==> src/rtl/cassette_pkg.sv <==
// Shared state encodings and defaults for the cassette transport.
package cassette_pkg;

  localparam int POS_W_DEF = 24;

  typedef enum logic [2:0] {
    ST_EMPTY   = 3'd0,
    ST_STOPPED = 3'd1,
    ST_PLAYING = 3'd2,
    ST_FFWD    = 3'd3,
    ST_REWIND  = 3'd4
  } cass_state_e;

  function automatic logic is_motion(cass_state_e s);
    return (s == ST_PLAYING) ||
           (s == ST_FFWD) ||
           (s == ST_REWIND);
  endfunction

endpackage

==> src/rtl/cass_prescaler.sv <==
// ce-gated divider; step fires on the ce cycle that hits the selected terminal count.
module cass_prescaler #(
  parameter int DIV_W = 13
) (
  input  logic             clk_sys,
  input  logic             reset,
  input  logic             ce_tick,
  input  logic             clr,
  input  logic [DIV_W-1:0] tc,
  output logic             step
);

  logic [DIV_W-1:0] div_q;
  logic [DIV_W-1:0] div_d;

  assign step = ce_tick && (div_q == tc);

  always_comb begin
    div_d = div_q;
    if (clr || step) begin
      div_d = '0;
    end else if (ce_tick) begin
      div_d = div_q + DIV_W'(1);
    end
  end

  always_ff @(posedge clk_sys) begin
    if (reset) begin
      div_q <= '0;
    end else begin
      div_q <= div_d;
    end
  end

endmodule

==> src/rtl/cassette_transport_ctrl.sv <==
// Virtual cassette transport: command FSM, tape position and overlay enable hold.
module cassette_transport_ctrl
  import cassette_pkg::*;
#(
  parameter int POS_W     = POS_W_DEF,
  parameter int PLAY_DIV  = 6667,
  parameter int WIND_DIV  = 417,
  parameter int WIND_STEP = 4,
  parameter int HOLD_TKS  = 16
) (
  input  logic             clk_sys,
  input  logic             reset,
  input  logic             ce_tick,
  input  logic             tape_load,
  input  logic [POS_W-1:0] tape_len,
  input  logic             cmd_play,
  input  logic             cmd_stop,
  input  logic             cmd_ff,
  input  logic             cmd_rew,
  input  logic             cmd_eject,
  input  logic             loop_en,
  output logic [POS_W-1:0] pos,
  output logic [POS_W-1:0] max,
  output logic [2:0]       state,
  output logic             motor,
  output logic             at_end,
  output logic             ena
);

  localparam int DIV_MAX = (PLAY_DIV > WIND_DIV) ? PLAY_DIV : WIND_DIV;
  localparam int DIV_W   = $clog2(DIV_MAX + 1);
  localparam int HOLD_W  = $clog2(HOLD_TKS + 1);

  localparam logic [DIV_W-1:0]  PLAY_TC   = DIV_W'(PLAY_DIV - 1);
  localparam logic [DIV_W-1:0]  WIND_TC   = DIV_W'(WIND_DIV - 1);
  localparam logic [HOLD_W-1:0] HOLD_INIT = HOLD_W'(HOLD_TKS);
  localparam logic [POS_W:0]    STEP_X    = (POS_W + 1)'(WIND_STEP);
  localparam logic [POS_W:0]    ONE_X     = (POS_W + 1)'(1);

  cass_state_e       state_q, state_d;
  logic [POS_W-1:0]  pos_q, pos_d;
  logic [POS_W-1:0]  max_q, max_d;
  logic [HOLD_W-1:0] hold_q, hold_d;
  logic              motor_q, motor_d;
  logic              at_end_q, at_end_d;
  logic              ena_q, ena_d;

  logic             step;
  logic             clr;
  logic [DIV_W-1:0] tc;
  logic             hit;
  logic             at_max;
  logic             at_zero;
  logic [POS_W:0]   pos_x;
  logic [POS_W:0]   max_x;
  logic [POS_W:0]   inc_x;
  logic [POS_W:0]   fwd_x;

  assign tc  = (state_q == ST_FFWD || state_q == ST_REWIND) ?
               WIND_TC : PLAY_TC;
  assign clr = (state_d != state_q);

  cass_prescaler #(
    .DIV_W (DIV_W)
  ) u_presc (
    .clk_sys (clk_sys),
    .reset   (reset),
    .ce_tick (ce_tick),
    .clr     (clr),
    .tc      (tc),
    .step    (step)
  );

  assign pos_x   = {1'b0, pos_q};
  assign max_x   = {1'b0, max_q};
  assign inc_x   = pos_x + ONE_X;
  assign fwd_x   = pos_x + STEP_X;
  assign at_max  = (pos_q == max_q);
  assign at_zero = (pos_q == '0);

  always_comb begin
    state_d  = state_q;
    pos_d    = pos_q;
    max_d    = max_q;
    at_end_d = 1'b0;
    hit      = 1'b0;
    if (state_q == ST_EMPTY) begin
      if (!cmd_eject && tape_load && tape_len != '0) begin
        max_d   = tape_len;
        pos_d   = '0;
        state_d = ST_STOPPED;
      end
    end else begin
      if (cmd_eject) begin
        hit     = 1'b1;
        state_d = ST_EMPTY;
        pos_d   = '0;
        max_d   = '0;
      end else if (tape_load) begin
        // A zero-length tape is treated the same as no tape.
        hit     = 1'b1;
        pos_d   = '0;
        max_d   = tape_len;
        state_d = (tape_len == '0) ? ST_EMPTY : ST_STOPPED;
      end else if (cmd_stop) begin
        hit     = (state_q != ST_STOPPED);
        state_d = ST_STOPPED;
      end else if (cmd_rew) begin
        if (state_q != ST_REWIND && !at_zero) begin
          hit     = 1'b1;
          state_d = ST_REWIND;
        end
      end else if (cmd_ff) begin
        if (state_q != ST_FFWD && !at_max) begin
          hit     = 1'b1;
          state_d = ST_FFWD;
        end
      end else if (cmd_play) begin
        if (state_q != ST_PLAYING && (!at_max || loop_en)) begin
          hit     = 1'b1;
          state_d = ST_PLAYING;
          if (at_max) pos_d = '0;
        end
      end
      if (!hit && step) begin
        unique case (state_q)
          ST_PLAYING: begin
            if (at_max) begin
              if (loop_en) pos_d = '0;
              else state_d = ST_STOPPED;
            end else begin
              pos_d    = inc_x[POS_W-1:0];
              at_end_d = (inc_x == max_x);
            end
          end
          ST_FFWD: begin
            if (fwd_x >= max_x) begin
              pos_d    = max_q;
              state_d  = ST_STOPPED;
              at_end_d = 1'b1;
            end else begin
              pos_d = fwd_x[POS_W-1:0];
            end
          end
          ST_REWIND: begin
            if (pos_x <= STEP_X) begin
              pos_d   = '0;
              state_d = ST_STOPPED;
            end else begin
              pos_d = pos_q - STEP_X[POS_W-1:0];
            end
          end
          default: ;
        endcase
      end
    end
  end

  // Hold only counts in STOPPED, paced by the PLAY-rate prescaler.
  always_comb begin
    hold_d = hold_q;
    if (state_d != ST_STOPPED) begin
      hold_d = '0;
    end else if (is_motion(state_q)) begin
      hold_d = HOLD_INIT;
    end else if (step && hold_q != '0) begin
      hold_d = hold_q - HOLD_W'(1);
    end
    motor_d = is_motion(state_d);
    ena_d   = motor_d || (hold_d != '0);
  end

  always_ff @(posedge clk_sys) begin
    if (reset) begin
      state_q  <= ST_EMPTY;
      pos_q    <= '0;
      max_q    <= '0;
      hold_q   <= '0;
      motor_q  <= 1'b0;
      at_end_q <= 1'b0;
      ena_q    <= 1'b0;
    end else begin
      state_q  <= state_d;
      pos_q    <= pos_d;
      max_q    <= max_d;
      hold_q   <= hold_d;
      motor_q  <= motor_d;
      at_end_q <= at_end_d;
      ena_q    <= ena_d;
    end
  end

  assign pos    = pos_q;
  assign max    = max_q;
  assign state  = state_q;
  assign motor  = motor_q;
  assign at_end = at_end_q;
  assign ena    = ena_q;

endmodule

==> config.mk <==
export PLATFORM = sky130hd
export DESIGN_NAME = cassette_transport_ctrl
export DESIGN_NICKNAME = d
export VERILOG_FILES = /design/src/rtl/cassette_pkg.sv /design/src/rtl/cass_prescaler.sv /design/src/rtl/cassette_transport_ctrl.sv
export SDC_FILE = /design/constraint.sdc
export NUM_CORES = 1
export LEC_CHECK = 0
export ABC_AREA = 0
export ABC_CLOCK_PERIOD_IN_PS = 6370
export BUFFER_PORTS_ARGS = -buffer_cell sky130_fd_sc_hd__buf_2
export CORE_AREA = 4 4 124 126
export DETAILED_ROUTE_END_ITERATION = 6
export DIE_AREA = 0 0 128 130
export RECOVER_POWER = 25
export SETUP_SLACK_MARGIN = 0.4
export SYNTH_ARGS = -nofsm -noshare
export SYNTH_HDL_FRONTEND = slang
export SYNTH_SLANG_ARGS = --single-unit
==> constraint.sdc <==
create_clock -name clk_sys -period 6.37 [get_ports clk_sys]
set_clock_uncertainty 0.1 [all_clocks]
set_input_delay 0.9555 -clock clk_sys [delete_from_list [all_inputs] [get_ports clk_sys]]
set_output_delay 0.9555 -clock clk_sys [all_outputs]
set_load 0.02 [all_outputs]
* Word-level counts from Yosys, hierarchy flattened
Cells that the tools add are included.
** Storage, ports and cells
- Bits in registers :: 72
- Bits in latches :: 0
- Memory bits (writable) :: 0
- Memory bits (read-only) :: 0
- Input port bits :: 34
- Output and inout bits :: 54
- Logic and storage cells :: 117
- Memories kept :: 0
** Cells by class
- Add/sub/neg operators :: 5
- Multipliers :: 0
- Div/mod/pow operators :: 0
- Order comparisons :: 2
- Eq/ne operators :: 16
- Shift operators :: 0
- Multiplexer cells :: 55
- Bitwise operators :: 1
- Reductions and logical operators :: 30
** Operator list (number)
- two-way mux 24 bit :: 19
- case mux 24 bit (3 select lines) :: 1
- zero test 24 bit :: 2
- two-way mux 3 bit :: 16
- adder 24 x 1 -> 25 bit (second input constant) :: 1
- adder 24 x 3 -> 25 bit (second input constant) :: 1
- equality test 25 x 24 -> 1 bit :: 1
- greater-or-equal comparator 25 x 24 -> 1 bit :: 1
- equality test 24 bit :: 1
- less-or-equal comparator 24 x 3 -> 1 bit (second input constant) :: 1
- nonzero test 24 bit :: 1
- subtractor 24 x 3 -> 24 bit (second input constant) :: 1
- two-way mux 5 bit :: 3
- adder 13 x 1 -> 13 bit (second input constant) :: 1
- equality test 13 bit :: 1
- two-way mux 1 bit :: 13
- two-way mux 13 bit :: 1
- equality test 3 x 2 -> 1 bit (second input constant) :: 4
- nonzero test 5 bit :: 2
- case mux 3 bit (3 select lines) :: 1
- logical AND 1 bit :: 8
- logical OR 1 bit :: 8
- equality test 3 bit (second input constant) :: 2
- inequality test 3 x 1 -> 1 bit (second input constant) :: 2
- other kinds (13) :: 17

* Logic depth before layout (Yosys ltp)
- Depth in word-level cells :: 20
- Gate-level depth with buffers :: 20
- Gate-level depth less buffers :: 17

* Modules after synthesis
Synthesis repeated with hierarchy kept, for this count alone.
** Unflattened totals
- Cell total of the unflattened synthesis :: 869
- Area total of the unflattened synthesis :: 6643.9 µm²
** Modules (own cells, without submodules)
- cassette_transport_ctrl :: instances 1, cells each 789, area each 5875.6 µm²
- cass_prescaler :: instances 1, cells each 80, area each 768.2 µm²

* Least setup slack after synthesis
OpenSTA, ideal clock, no wires.
- Kind :: reg-to-reg
- From :: register pos_q[4], in the netlist pos[4]
- To :: register pos_q[22], in the netlist pos[22]
- Setup time :: 119 ps
- Arrival time :: 3946 ps
- Required time :: 6151 ps
- Path slack :: 2206 ps
- Stages on the path, launching flop included :: 20
- Buffers on the path :: 4
- Clock period less this slack :: 4164 ps
- Cells stage by stage :: dfxtp_1 -> buf_1 -> and2_1 -> nand4_1 -> or2_2 -> clkbuf_1 -> nor2_1 -> xor2_1 -> ha_1 -> nand4_1 -> nor2_1 -> a311oi_1 -> o211ai_1 -> a21oi_1 -> clkbuf_1 -> clkbuf_1 -> mux2i_1 -> o22ai_1 -> nand2_1 -> nand2_1
** Between the ends
- Longest elaborated chain between the ends :: 16
- Elaborated cells between the ends (all ways) :: 40
- Classes of those cells :: add/sub (3); order compare (2); eq/ne (1); mux (25); reduce/logical (9)
** Ends and longest elaborated chain
- start: declaration :: RTL line cassette_transport_ctrl.sv:41 : logic [POS_W-1:0] pos_q, pos_d;
- start signal: assignment :: RTL line cassette_transport_ctrl.sv:184 : pos_q <= pos_d;
- branches (longest 14 deep; another with adder 24 x 3 -> 25 bit)
- two-way mux 24 bit * :: RTL line cassette_transport_ctrl.sv:125 : if (!hit && step) begin
- two-way mux 24 bit * :: RTL line cassette_transport_ctrl.sv:87 : if (state_q == ST_EMPTY) begin
Mark *: on every way between the ends. The select of a mux whose other input is x is not followed.
A chain may end at the register's enable or synchronous reset.

* Final worst setup path
- From :: register pos_q[2], in the netlist pos[2]
- To :: register hold_q[1]
** Between the ends
- Longest elaborated chain between the ends :: 18
- Elaborated cells between the ends (all ways) :: 41
- Classes of those cells :: add/sub (1); order compare (2); eq/ne (2); mux (27); reduce/logical (9)
** Ends and longest elaborated chain
- branches (longest 14 deep; another with adder 24 x 3 -> 25 bit)
- two-way mux 3 bit * :: RTL line cassette_transport_ctrl.sv:125
- two-way mux 3 bit * :: RTL line cassette_transport_ctrl.sv:87
- inequality test 3 x 1 -> 1 bit * :: RTL line cassette_transport_ctrl.sv:162 : if (state_d != ST_STOPPED) begin
- two-way mux 5 bit * :: RTL line cassette_transport_ctrl.sv:162
- end signal: assignment :: RTL line cassette_transport_ctrl.sv:186 : hold_q <= hold_d;
- end: declaration :: RTL line cassette_transport_ctrl.sv:43 : logic [HOLD_W-1:0] hold_q, hold_d;
Marked as above.

==> key figures <==
Status
  – Status: finished clean

Placed design
  – Buffers on Ports: 87
  – Final GP Congestion: 0.933
  – Detailed Place HPWL: around 17 mm
  – Dpl ws: roughly 1.2 ns

Setup path
  – Critical Path Start Type: register
  – Critical path class: register to register
  – Most used cell, CP: ha_1
  – Worst Path Arrival: ~5.6 ns
  – Critical R2R Launch: pos[2]$_SDFFE_PP0P_
  – Critical Path Fanout Max: 13
  – Worst stage delay on the critical path: around 0.64 ns
  – Register-to-Register Path Depth: 15
  – CP required: around 6.6 ns
  – Crit path cell chain: ha_1 > inv_1 > nor4_2 > and3_1 > xor2_1 > ha_1 > nand4_1 > nor3_1 > o221ai_1 > o211ai_1 > a22o_1 > o21ba_4 > nor2_2 > or4_4 > nor2b_2
  – Critical Path Start: pos[2]$_SDFFE_PP0P_
  – Crit. End Element: register
  – Reg-to-Reg End: hold_q[1]$_SDFF_PP0_
  – Worst path slowest cell: dfxtp_1
  – Setup slack, reg-to-reg: 0.98 ns

Routing
  – DRC Markers: 0
  – WL final: 22.3 mm
  – Via density per instance: 6.17
  – TritonRoute pass-1 iters: 6
  – Drt first-iter violations: 637
  – Final ANT Viol Nets: 0
  – DR vias: 6716
  – Routed length per instance: 20.5 um

Power
  – VDD IR-drop max: 0.137 mV
  – Sw power: 0.365 mW
  – Reg power frac: about two fifths
  – Switching share of power: 31.3%
  – Pint: 0.802 mW
  – Clock group share of total power: around 42%
  – Pwr dens: 166 nW/um2
  – Comb pwr share: 16.1%
  – Leakage: about 2.6 nW

STA
  – RSZ-0062 raised after global routing: no
  – Slew margin rel.: between 30% and 40%
  – Final setup slack of the worst path: 0.978 ns
  – F_max: 0.185 GHz
  – Min cycle time layout: between 5 and 6 ns
  – Final Setup Violations: 0
  – Final slew viol count: 0
  – Final period util: 84.7%
  – Hold Fails Final Rpt: 0
  – Worst Max-Slew Pin Slew: 0.955 ns
  – Post-route setup TNS: 0 ns

Floorplanning
  – I/O pin total: 88
  – Die Wd: around 130 um
  – Die area: 16600 um2
  – Core area: 14300 um2
  – Die Y: about 130 um
  – Row count: 44
  – Initial Util: 43.9%

Logic synthesis
  – Post-Syn Area: approximately 6300 um2
  – Area share of the largest cell type after synthesis: a little under a quarter
  – Async set or reset register ratio after synthesis: 0%
  – Post-synthesis cell count: between 800 and 900
  – Yosys reg bits: 72
  – Ys flop type: dfxtp_1
  – Area contributors post-synth: dfxtp_1, ha_1, xor2_1
  – Synth area leader: dfxtp_1
  – Sequential share of the synthesized area: about 23%
  – Synth Warn #: 0
  – Post-synth EDFFs: 0
  – Netlist cell types: 76
  – Mean Syn Cell Area: 7.38 um2
  – Syn Nets: 918

Clocking
  – H-tree levels: 3
  – Clock root buffer: clkbuf_16
  – CTS buffer count: 9
  – Clock buffer depth: 2
  – Skew-Pair Late Insertion Delay: 0.35 ns
  – Clk sink count: 72
  – CTS resizes: 0
  – CTS tree: done
  – Post-CTS setup buffer count: 0
  – CTS clock-pin slew for the worst setup and hold paths: 0.07 ns
  – Hold_buf cts: 0

Final layout
  – Multi-input gate area in the final layout: 4460 um2
  – Diode count: 0
  – P&R area growth vs syn: 11.6%
  – Nets@finish: 966
  – Fill cells: 1540
  – Reg area: 1440 um2
  – Commonest non-fill, non-tap cell in the layout: nor2_1
  – Most frequent cells in the layout: nor2_1, nand2_1, dfxtp_1
  – Layout cells sized above 1: between 10% and 20%

Global routing
  – M3 GR Usage: 6.14%
  – First-pass GRT wire length: 35.1 mm
  – Met1 usage: a little over a third
  – Tot GR Track Use: 26.7%
  – GR peak layer: met2
  – M2 GR Usage: 40.7%
  – Antenna violations before repair: 0
  – Grt total ovfl: 0
  – Largest net degree at the start of global routing: 38
  – Vias in the first global route: 6259

Hold path
  – Hold worst-path end: max[0]$_SDFFE_PP0P_
  – Hold Crit Depth: 2
  – Hold_sp: max[0]$_SDFFE_PP0P_
  – Worst Hold Class: register to register

Run
  – MaxCap Viol Count: 0
[kinds of logic after synthesis]
group	synth area share (%)
muxes	0.478
adders and majority gates	6.37
DFF	22.9
buffers and inverters	6.29
AOI/OAI and AO/OA	22.7
xor gates and xnor gates	11.5
and+or+nand+nor	29.7
[worst max path at each step]
stage	endpoint	slack, ns
final	hold_q[1]$_SDFF_PP0_	0.98
after global routing	hold_q[0]$_SDFF_PP0_	0.64
after CTS	hold_q[1]$_SDFF_PP0_	1.12
after detailed placement	hold_q[1]$_SDFF_PP0_	1.17
after global placement	hold_q[1]$_SDFF_PP0_	1.25
after floorplan	pos[22]$_SDFFE_PP0P_	2.21
[power by group through the flow]
stage                     Combinational, mW  Sequential [mW]  Clock [mW]
final                                 0.188            0.484       0.495
after global routing                  0.209            0.485       0.517
after CTS                             0.189            0.484       0.500
after detailed placement              0.188            0.494           0
after global placement                0.189            0.493           0
after floorplan                       0.116            0.495           0
[stage by stage]
stage	instances	utilization (%)	power [mW]	hold WS, ns	instance area [um2]
floorplan	852	-	0.611	0.394	6280
global placement	1073	47.3	0.683	0.399	6770
detailed placement	1073	47.3	0.682	0.408	6770
CTS	1088	49.3	1.17	0.418	7050
global route	1088	49.0	1.21	0.436	7010
finish	1088	49.0	1.17	0.411	7010
[final cells by class]
cell class              instances  area share, %
multi-input cells             685           63.7
flip-flops and latches         72           20.6
repair buffers                 96           6.62
clock buffers                  10           3.41
well taps                     184           3.28
inverters                      36           1.93
clock inverters                 5          0.553
[worst max-delay path, delay by kind of cell, from the launching register on]
kind / cells / cell delay (ns)
xor+xnor: 1 / 0.14
buf+inv: 1 / 0.10
compound gates: 4 / 1.31
fa+ha+maj: 2 / 0.71
flops: 1 / 0.64
simple gates: 7 / 2.33
[sequential cells by signal (all words and copies together), names as in the netlist]
register and count:
pos 24, state 3, ena 1, max 24, u_presc.div_q 13, at_end 1
hold_q 5, motor 1
[cell usage after synthesis (all sizes together) (19+ instances only)]
cell type,number
xnor2,38
nor2,88
xor2,42
inv,36
clkbuf,41
o21ai,26
nand4,31
nor3,29
nand3,45
nand2,84
ha,32
dfxtp,72
a22o,19
nor4,23
a21oi,61
[metal layers]
metal / vias to the layer above / routed length [um]
met5: - / 0
met4: 0 / 788
met3: 52 / 1810
met2: 323 / 9680
met1: 3134 / 9990
li1: 3207 / -
No activity file was read; power rests on OpenSTA's default activity.
